$ cat src/rtl/interrupt_sequencer_if.sv
// Bundles the sequencer's interrupt inputs and the decoded control and vector outputs.
// Clock and reset are kept as plain ports on the sequencer itself.
interface interrupt_sequencer_if;
    logic       NMI_n;
    logic       IRQ_n;
    logic       iFlag;
    logic       sync;
    logic       brkOp;
    logic       forceBrk;
    logic       intActive;
    logic [2:0] seqCycle;
    logic       suppressWrite;
    logic       bFlag;
    logic       setI;
    logic       O_ADL0;
    logic       O_ADL1;
    logic       O_ADL2;
    logic       vecHi;
    logic       intDone;

    modport master (
        output NMI_n, IRQ_n, iFlag, sync, brkOp,
        input  forceBrk, intActive, seqCycle, suppressWrite, bFlag, setI,
        input  O_ADL0, O_ADL1, O_ADL2, vecHi, intDone
    );

    modport slave (
        input  NMI_n, IRQ_n, iFlag, sync, brkOp,
        output forceBrk, intActive, seqCycle, suppressWrite, bFlag, setI,
        output O_ADL0, O_ADL1, O_ADL2, vecHi, intDone
    );
endinterface

$ cat src/rtl/interrupt_sequencer.sv
// 6502C interrupt/reset sequencer: latches NMI edges, arbitrates RES/NMI/IRQ/BRK at
// instruction boundaries and runs the 7-cycle sequence that drives the vector lines.
module interrupt_sequencer (
    input  logic                    phi2,
    input  logic                    rst,
    interrupt_sequencer_if.slave    bus
);

    typedef enum logic { ST_IDLE, ST_SEQ } state_t;
    typedef enum logic [1:0] { SRC_RES, SRC_NMI, SRC_IRQ, SRC_BRK } src_t;

    state_t     state, state_n;
    src_t       src, src_n;
    logic [2:0] cyc, cyc_n;
    logic       is_brk, is_brk_n;
    logic       res_pend, res_pend_n;
    logic       nmi_latch, nmi_latch_n;
    logic       nmi_prev;

    logic       force_brk_d, int_active_d, suppress_write_d, b_flag_d;
    logic       set_i_d, adl0_d, adl1_d, adl2_d, vec_hi_d, int_done_d;
    logic [2:0] seq_cycle_d;

    always_comb begin
        state_n    = state;
        src_n      = src;
        cyc_n      = cyc;
        is_brk_n   = is_brk;
        res_pend_n = res_pend;

        // A new falling edge on the clearing edge must not be lost, so set wins.
        nmi_latch_n = (nmi_prev & ~bus.NMI_n) |
                      (nmi_latch & ~((state == ST_SEQ) && (cyc == 3'd4) && (src == SRC_NMI)));

        if (state == ST_IDLE) begin
            if (bus.sync) begin
                if (res_pend || nmi_latch || (!bus.IRQ_n && !bus.iFlag) || bus.brkOp) begin
                    state_n    = ST_SEQ;
                    cyc_n      = 3'd0;
                    res_pend_n = 1'b0;
                    if (res_pend)                     src_n = SRC_RES;
                    else if (nmi_latch)               src_n = SRC_NMI;
                    else if (!bus.IRQ_n && !bus.iFlag) src_n = SRC_IRQ;
                    else                              src_n = SRC_BRK;
                    is_brk_n = (src_n == SRC_BRK);
                end
            end
        end else begin
            if (cyc == 3'd6) begin
                state_n = ST_IDLE;
                cyc_n   = 3'd0;
            end else begin
                cyc_n = cyc + 3'd1;
            end
            // NMI may still take over the vector until the low-byte address is committed.
            if ((cyc <= 3'd3) && nmi_latch && ((src == SRC_IRQ) || (src == SRC_BRK)))
                src_n = SRC_NMI;
        end
    end

    // Outputs are decoded from next-state values so they register alongside the state.
    always_comb begin
        force_brk_d      = 1'b0;
        int_active_d     = 1'b0;
        seq_cycle_d      = 3'd0;
        suppress_write_d = 1'b0;
        b_flag_d         = 1'b0;
        set_i_d          = 1'b0;
        adl0_d           = 1'b1;
        adl1_d           = 1'b1;
        adl2_d           = 1'b1;
        vec_hi_d         = 1'b0;
        int_done_d       = 1'b0;

        if (state_n == ST_SEQ) begin
            int_active_d     = 1'b1;
            seq_cycle_d      = cyc_n;
            force_brk_d      = (cyc_n == 3'd0) && !is_brk_n;
            b_flag_d         = is_brk_n;
            suppress_write_d = (src_n == SRC_RES) && (cyc_n >= 3'd2) && (cyc_n <= 3'd4);
            if (cyc_n == 3'd5) begin
                set_i_d = 1'b1;
                adl0_d  = 1'b0;
                adl1_d  = (src_n != SRC_RES);
                adl2_d  = (src_n != SRC_NMI);
            end
            if (cyc_n == 3'd6) begin
                vec_hi_d   = 1'b1;
                int_done_d = 1'b1;
                adl1_d     = (src_n != SRC_RES);
                adl2_d     = (src_n != SRC_NMI);
            end
        end
    end

    always_ff @(posedge phi2 or posedge rst) begin
        if (rst) begin
            state             <= ST_IDLE;
            src               <= SRC_RES;
            cyc               <= 3'd0;
            is_brk            <= 1'b0;
            res_pend          <= 1'b1;
            nmi_latch         <= 1'b0;
            nmi_prev          <= 1'b1;
            bus.forceBrk      <= 1'b0;
            bus.intActive     <= 1'b0;
            bus.seqCycle      <= 3'd0;
            bus.suppressWrite <= 1'b0;
            bus.bFlag         <= 1'b0;
            bus.setI          <= 1'b0;
            bus.O_ADL0        <= 1'b1;
            bus.O_ADL1        <= 1'b1;
            bus.O_ADL2        <= 1'b1;
            bus.vecHi         <= 1'b0;
            bus.intDone       <= 1'b0;
        end else begin
            state             <= state_n;
            src               <= src_n;
            cyc               <= cyc_n;
            is_brk            <= is_brk_n;
            res_pend          <= res_pend_n;
            nmi_latch         <= nmi_latch_n;
            nmi_prev          <= bus.NMI_n;
            bus.forceBrk      <= force_brk_d;
            bus.intActive     <= int_active_d;
            bus.seqCycle      <= seq_cycle_d;
            bus.suppressWrite <= suppress_write_d;
            bus.bFlag         <= b_flag_d;
            bus.setI          <= set_i_d;
            bus.O_ADL0        <= adl0_d;
            bus.O_ADL1        <= adl1_d;
            bus.O_ADL2        <= adl2_d;
            bus.vecHi         <= vec_hi_d;
            bus.intDone       <= int_done_d;
        end
    end

endmodule

$ cat src/flat_wrapper.sv
// flat-port wrapper written by rule: the top's interface ports become plain ports
module interrupt_sequencer_flat 
  (phi2, rst, bus_NMI_n, bus_IRQ_n, bus_iFlag, bus_sync, bus_brkOp, bus_forceBrk, bus_intActive, bus_seqCycle, bus_suppressWrite, bus_bFlag, bus_setI, bus_O_ADL0, bus_O_ADL1, bus_O_ADL2, bus_vecHi, bus_intDone);
  interrupt_sequencer_if bus_i ();
  input  logic phi2;
  input  logic rst;
  input wire logic [$bits(bus_i.NMI_n)-1:0] bus_NMI_n;
  input wire logic [$bits(bus_i.IRQ_n)-1:0] bus_IRQ_n;
  input wire logic [$bits(bus_i.iFlag)-1:0] bus_iFlag;
  input wire logic [$bits(bus_i.sync)-1:0] bus_sync;
  input wire logic [$bits(bus_i.brkOp)-1:0] bus_brkOp;
  output wire logic [$bits(bus_i.forceBrk)-1:0] bus_forceBrk;
  output wire logic [$bits(bus_i.intActive)-1:0] bus_intActive;
  output wire logic [$bits(bus_i.seqCycle)-1:0] bus_seqCycle;
  output wire logic [$bits(bus_i.suppressWrite)-1:0] bus_suppressWrite;
  output wire logic [$bits(bus_i.bFlag)-1:0] bus_bFlag;
  output wire logic [$bits(bus_i.setI)-1:0] bus_setI;
  output wire logic [$bits(bus_i.O_ADL0)-1:0] bus_O_ADL0;
  output wire logic [$bits(bus_i.O_ADL1)-1:0] bus_O_ADL1;
  output wire logic [$bits(bus_i.O_ADL2)-1:0] bus_O_ADL2;
  output wire logic [$bits(bus_i.vecHi)-1:0] bus_vecHi;
  output wire logic [$bits(bus_i.intDone)-1:0] bus_intDone;
  assign bus_i.NMI_n = bus_NMI_n;
  assign bus_i.IRQ_n = bus_IRQ_n;
  assign bus_i.iFlag = bus_iFlag;
  assign bus_i.sync = bus_sync;
  assign bus_i.brkOp = bus_brkOp;
  assign bus_forceBrk = bus_i.forceBrk;
  assign bus_intActive = bus_i.intActive;
  assign bus_seqCycle = bus_i.seqCycle;
  assign bus_suppressWrite = bus_i.suppressWrite;
  assign bus_bFlag = bus_i.bFlag;
  assign bus_setI = bus_i.setI;
  assign bus_O_ADL0 = bus_i.O_ADL0;
  assign bus_O_ADL1 = bus_i.O_ADL1;
  assign bus_O_ADL2 = bus_i.O_ADL2;
  assign bus_vecHi = bus_i.vecHi;
  assign bus_intDone = bus_i.intDone;
  interrupt_sequencer u_core (.phi2(phi2), .rst(rst), .bus(bus_i));
endmodule
$ cat config.mk
export PLATFORM = sky130hd
export DESIGN_NAME = interrupt_sequencer_flat
export DESIGN_NICKNAME = d
export VERILOG_FILES = /design/src/rtl/interrupt_sequencer_if.sv /design/src/rtl/interrupt_sequencer.sv /design/src/flat_wrapper.sv
export SDC_FILE = /design/constraint.sdc
export NUM_CORES = 1
export LEC_CHECK = 0
export BUFFER_PORTS_ARGS = -buffer_cell sky130_fd_sc_hd__buf_2
export CAP_MARGIN = 20
export CORE_MARGIN = 8
export CORE_UTILIZATION = 54
export CTS_CLUSTER_DIAMETER = 150
export DETAILED_ROUTE_END_ITERATION = 16
export PLACE_DENSITY = 0.75
export SLEW_MARGIN = 10
export SYNTH_ARGS = -nofsm -noshare
export SYNTH_HDL_FRONTEND = slang
export SYNTH_SLANG_ARGS = --single-unit
$ cat constraint.sdc
create_clock -name phi2 -period 3.5 [get_ports phi2]
set_input_delay 0.7 -clock phi2 [delete_from_list [all_inputs] [get_ports phi2]]
set_output_delay 0.7 -clock phi2 [all_outputs]
set_load 0.02 [all_outputs]
==> results.sh <==
export IMPL_layout_common_cells="buf_2 (19), dfrtp_1 (16), inv_1 (9)"
export IMPL_synthAdderAreaFrac_pct=1.26
export IMPL_finalHoldViolCount=0
export IMPL_start_util_pct=57.3
export IMPL_dieArea_um2=3460
export IMPL_place_congestion=0.782
export IMPL_crit_path_end_kind="flop"
export IMPL_first_global_vias=712
export IMPL_wl_mm=1.88
export IMPL_hpwl_mm=1.44
export IMPL_tns_ns=0
export IMPL_synth_area_um2=990
export IMPL_layout_commonest_cell="buf_2"
export IMPL_drc=0
export IMPL_ys_flop_type="dfrtp_1"
export IMPL_drt_pre_antenna_iters=4
export IMPL_period_share_pct=52.8
export IMPL_insertedDiodeCount=0
export IMPL_p_per_area_nw_per_um2=860
export IMPL_cpPeakStageDelay_ns=0.50
export IMPL_p_leak_nw=0.525
export IMPL_ys_warn_count=0
export IMPL_yosys_area_share_xor_xnor_pct=0
export IMPL_clock_root_buffer="clkbuf_4"
export IMPL_slew_headroom_pct=49.7
export IMPL_ant_nets=0
export IMPL_synthMuxAreaShare_pct=0
export IMPL_hold_class="in -> reg"
export IMPL_hold_buffers=0
export IMPL_synthesis_nets=97
export IMPL_core_area_um2=1730
export IMPL_ys_seq_area_share_pct=53.7
export IMPL_numClockSinks=21
export IMPL_report_final_setup_viol=0
export IMPL_layout_drive_gt1_share_pct=34.9
export IMPL_cts_max_path_buffers=2
export IMPL_die_h_um=58.8
export IMPL_final_nets=118
export IMPL_worst_ep_arrival_time_ns=2.03
export IMPL_critical_path_class="reg -> reg"
export IMPL_synth_top_family_by_area="compound AO/OA/AOI/OAI gates"
export IMPL_routedWlPerCell_um=14.0
export IMPL_synth_compound_area_share_pct=22.0
export IMPL_path_clk_slew_ns=0.11
export IMPL_synth_edf_count=0
export IMPL_final_util_pct=64.7
export IMPL_grt_pass1_wl_mm=3.19
export IMPL_worst_slack_ns=1.65
export IMPL_grt_overflow=0
export IMPL_cts_made_buffers=3
export IMPL_rsz0062_at_grt="no"
export IMPL_crit_path_max_fanout=11
export IMPL_first_iter_violations=15
export IMPL_pre_cts_ws_ns=1.63
export IMPL_routed_via_density=5.25
export IMPL_die_width_um=58.8
export IMPL_status="finished clean"
export IMPL_worstMarginPinSlew_ns=0.754
export IMPL_synthSimpleGateAreaFrac_pct=16.9
export IMPL_postSynthCellCount=89
export IMPL_slew_viol_final=0
export IMPL_async_flop_share_pct=100
export IMPL_ys_ff_latch=21
export IMPL_fmax_ghz=0.541
export IMPL_htree_levels=1
export IMPL_cts_setup_buffers=0
export IMPL_cts_tree="built"
export IMPL_insertion_delay_ns=0.30
export IMPL_crit_chain="and2_2 -> ha_1 -> inv_1 -> and3_2 -> a211oi_2 -> a2111oi_4"
export IMPL_maxCapViolations=0
export IMPL_cts_resized=0
export IMPL_dp_cells=130
export IMPL_path_buf_inv=1
export IMPL_synthToLayoutAreaGrowth_pct=12.9
export IMPL_required_ns=3.68
export IMPL_finClkSkew_ns=0.000757
export IMPL_startpoint_type="flop"
export IMPL_stdcell_count=134
export IMPL_syn_avg_cell_area_um2=11.1
export IMPL_grt_usage_pct=11.9
export IMPL_antenna_found_initial=0
export IMPL_grt_max_degree=22
export IMPL_worst_ir_drop_vdd_v=0.000522
export IMPL_critical_path_top_delay_family="flip-flops"
export IMPL_num_rows=15
export IMPL_io_pins=20
export IMPL_io_buffers=19
export IMPL_num_vias=704
export IMPL_slowest_stage="dfrtp_1"
export IMPL_period_minus_slack_ns=1.85
export IMPL_synth_cell_type_count=39
==> worst reg2reg max path: cells and delay by family (launching register included) <==
family                   cells  cell delay, ns
AO/OA/AOI/OAI                2            0.35
adder cells (fa/ha/maj)      1            0.31
AND/OR/NAND/NOR              2            0.47
buffers and inverters        1            0.08
flip-flops                   1            0.50
==> worst paths after layout <==
kind                                 startpoint                       end  slack, ns  cells after the start
worst min-delay path                  bus_NMI_n           u_core.nmi_prev       0.49                      1
worst max-delay path              u_core.cyc[0]  u_core.bus.suppressWrite       1.65                      6
max in group asynchronous                   rst      u_core.bus.intActive       2.53                      2
worst max register to register    u_core.cyc[0]  u_core.bus.suppressWrite       1.65                      6
min in group asynchronous                   rst          u_core.nmi_latch       0.51                      2
worst min register to register  u_core.nmi_prev          u_core.nmi_latch       0.51                      2
==> metal layers <==
layer | wire [um] | up-vias | part of all wire (%) | global-route usage [%]
met2 | 888 | 17 | 47 | 19.3
li1 | - | 352 | - | -
met4 | 36 | 0 | 1.9 | 5.12
met3 | 109 | 4 | 5.8 | 4.35
met5 | 0 | - | 0 | 0
met1 | 840 | 331 | 45 | 13.7
==> flip-flops by register name, summed over array words and instances, names as in the netlist <==
register                  count
u_core.is_brk                 1
u_core.bus.O_ADL0             1
u_core.bus.forceBrk           1
u_core.cyc                    3
u_core.bus.O_ADL2             1
u_core.bus.intActive          1
u_core.bus.bFlag              1
u_core.bus.setI               1
u_core.nmi_prev               1
u_core.bus.O_ADL1             1
u_core.bus.vecHi              1
u_core.nmi_latch              1
u_core.res_pend               1
u_core.src                    2
u_core.bus.suppressWrite      1
u_core.bus.seqCycle           3
==> synthesized netlist by cell type (2+ instances only) <==
cell	instances	area share (%)
nor3_1	2	1.0
inv_1	9	3.4
o21ai_0	7	3.5
a21oi_1	2	1.0
dfrtp_1	16	40
a21oi_2	2	1.8
dfstp_2	5	13
nor2b_1	3	1.9
nor2_1	6	2.3
a21o_1	2	1.5
and2_1	2	1.3
nand2b_1	2	1.3
nand2_1	4	1.5
buf_4	2	1.5
==> stage by stage <==
step	hold WS, ns	total power, mW	instance area [um^2]
final	0.488	0.961	1120
after global routing	0.477	1.04	1120
after CTS	0.488	0.966	1120
after detailed placement	0.498	0.850	1090
after global placement	0.496	0.837	1090
after floorplan	0.483	0.748	990
==> layout make-up <==
| cell class | count | area [um^2] |
|---|---|---|
| clock inverters | 1 | 5.00 |
| fillers | 135 | 609 |
| clock buffers | 3 | 22.5 |
| repair buffers | 19 | 95.1 |
| inverters | 9 | 33.8 |
| well taps | 25 | 31.3 |
| flip-flops and latches | 21 | 532 |
| multi-input cells | 56 | 398 |
==> cells by family after synthesis <==
logic type | Yosys count
buffers and inverters | 12
AND/OR/NAND/NOR | 29
flip-flops | 21
AO/OA/AOI/OAI | 26
adder cells (fa/ha/maj) | 1
==> power breakdown <==
part | switching, mW | internal (mW) | leakage [nW]
clock network | 0.0738 | 0.0427 | 0.0177
logic | 0.264 | 0.176 | 0.256
registers | 0.0758 | 0.328 | 0.251
Power figures use the tool's default switching activity.
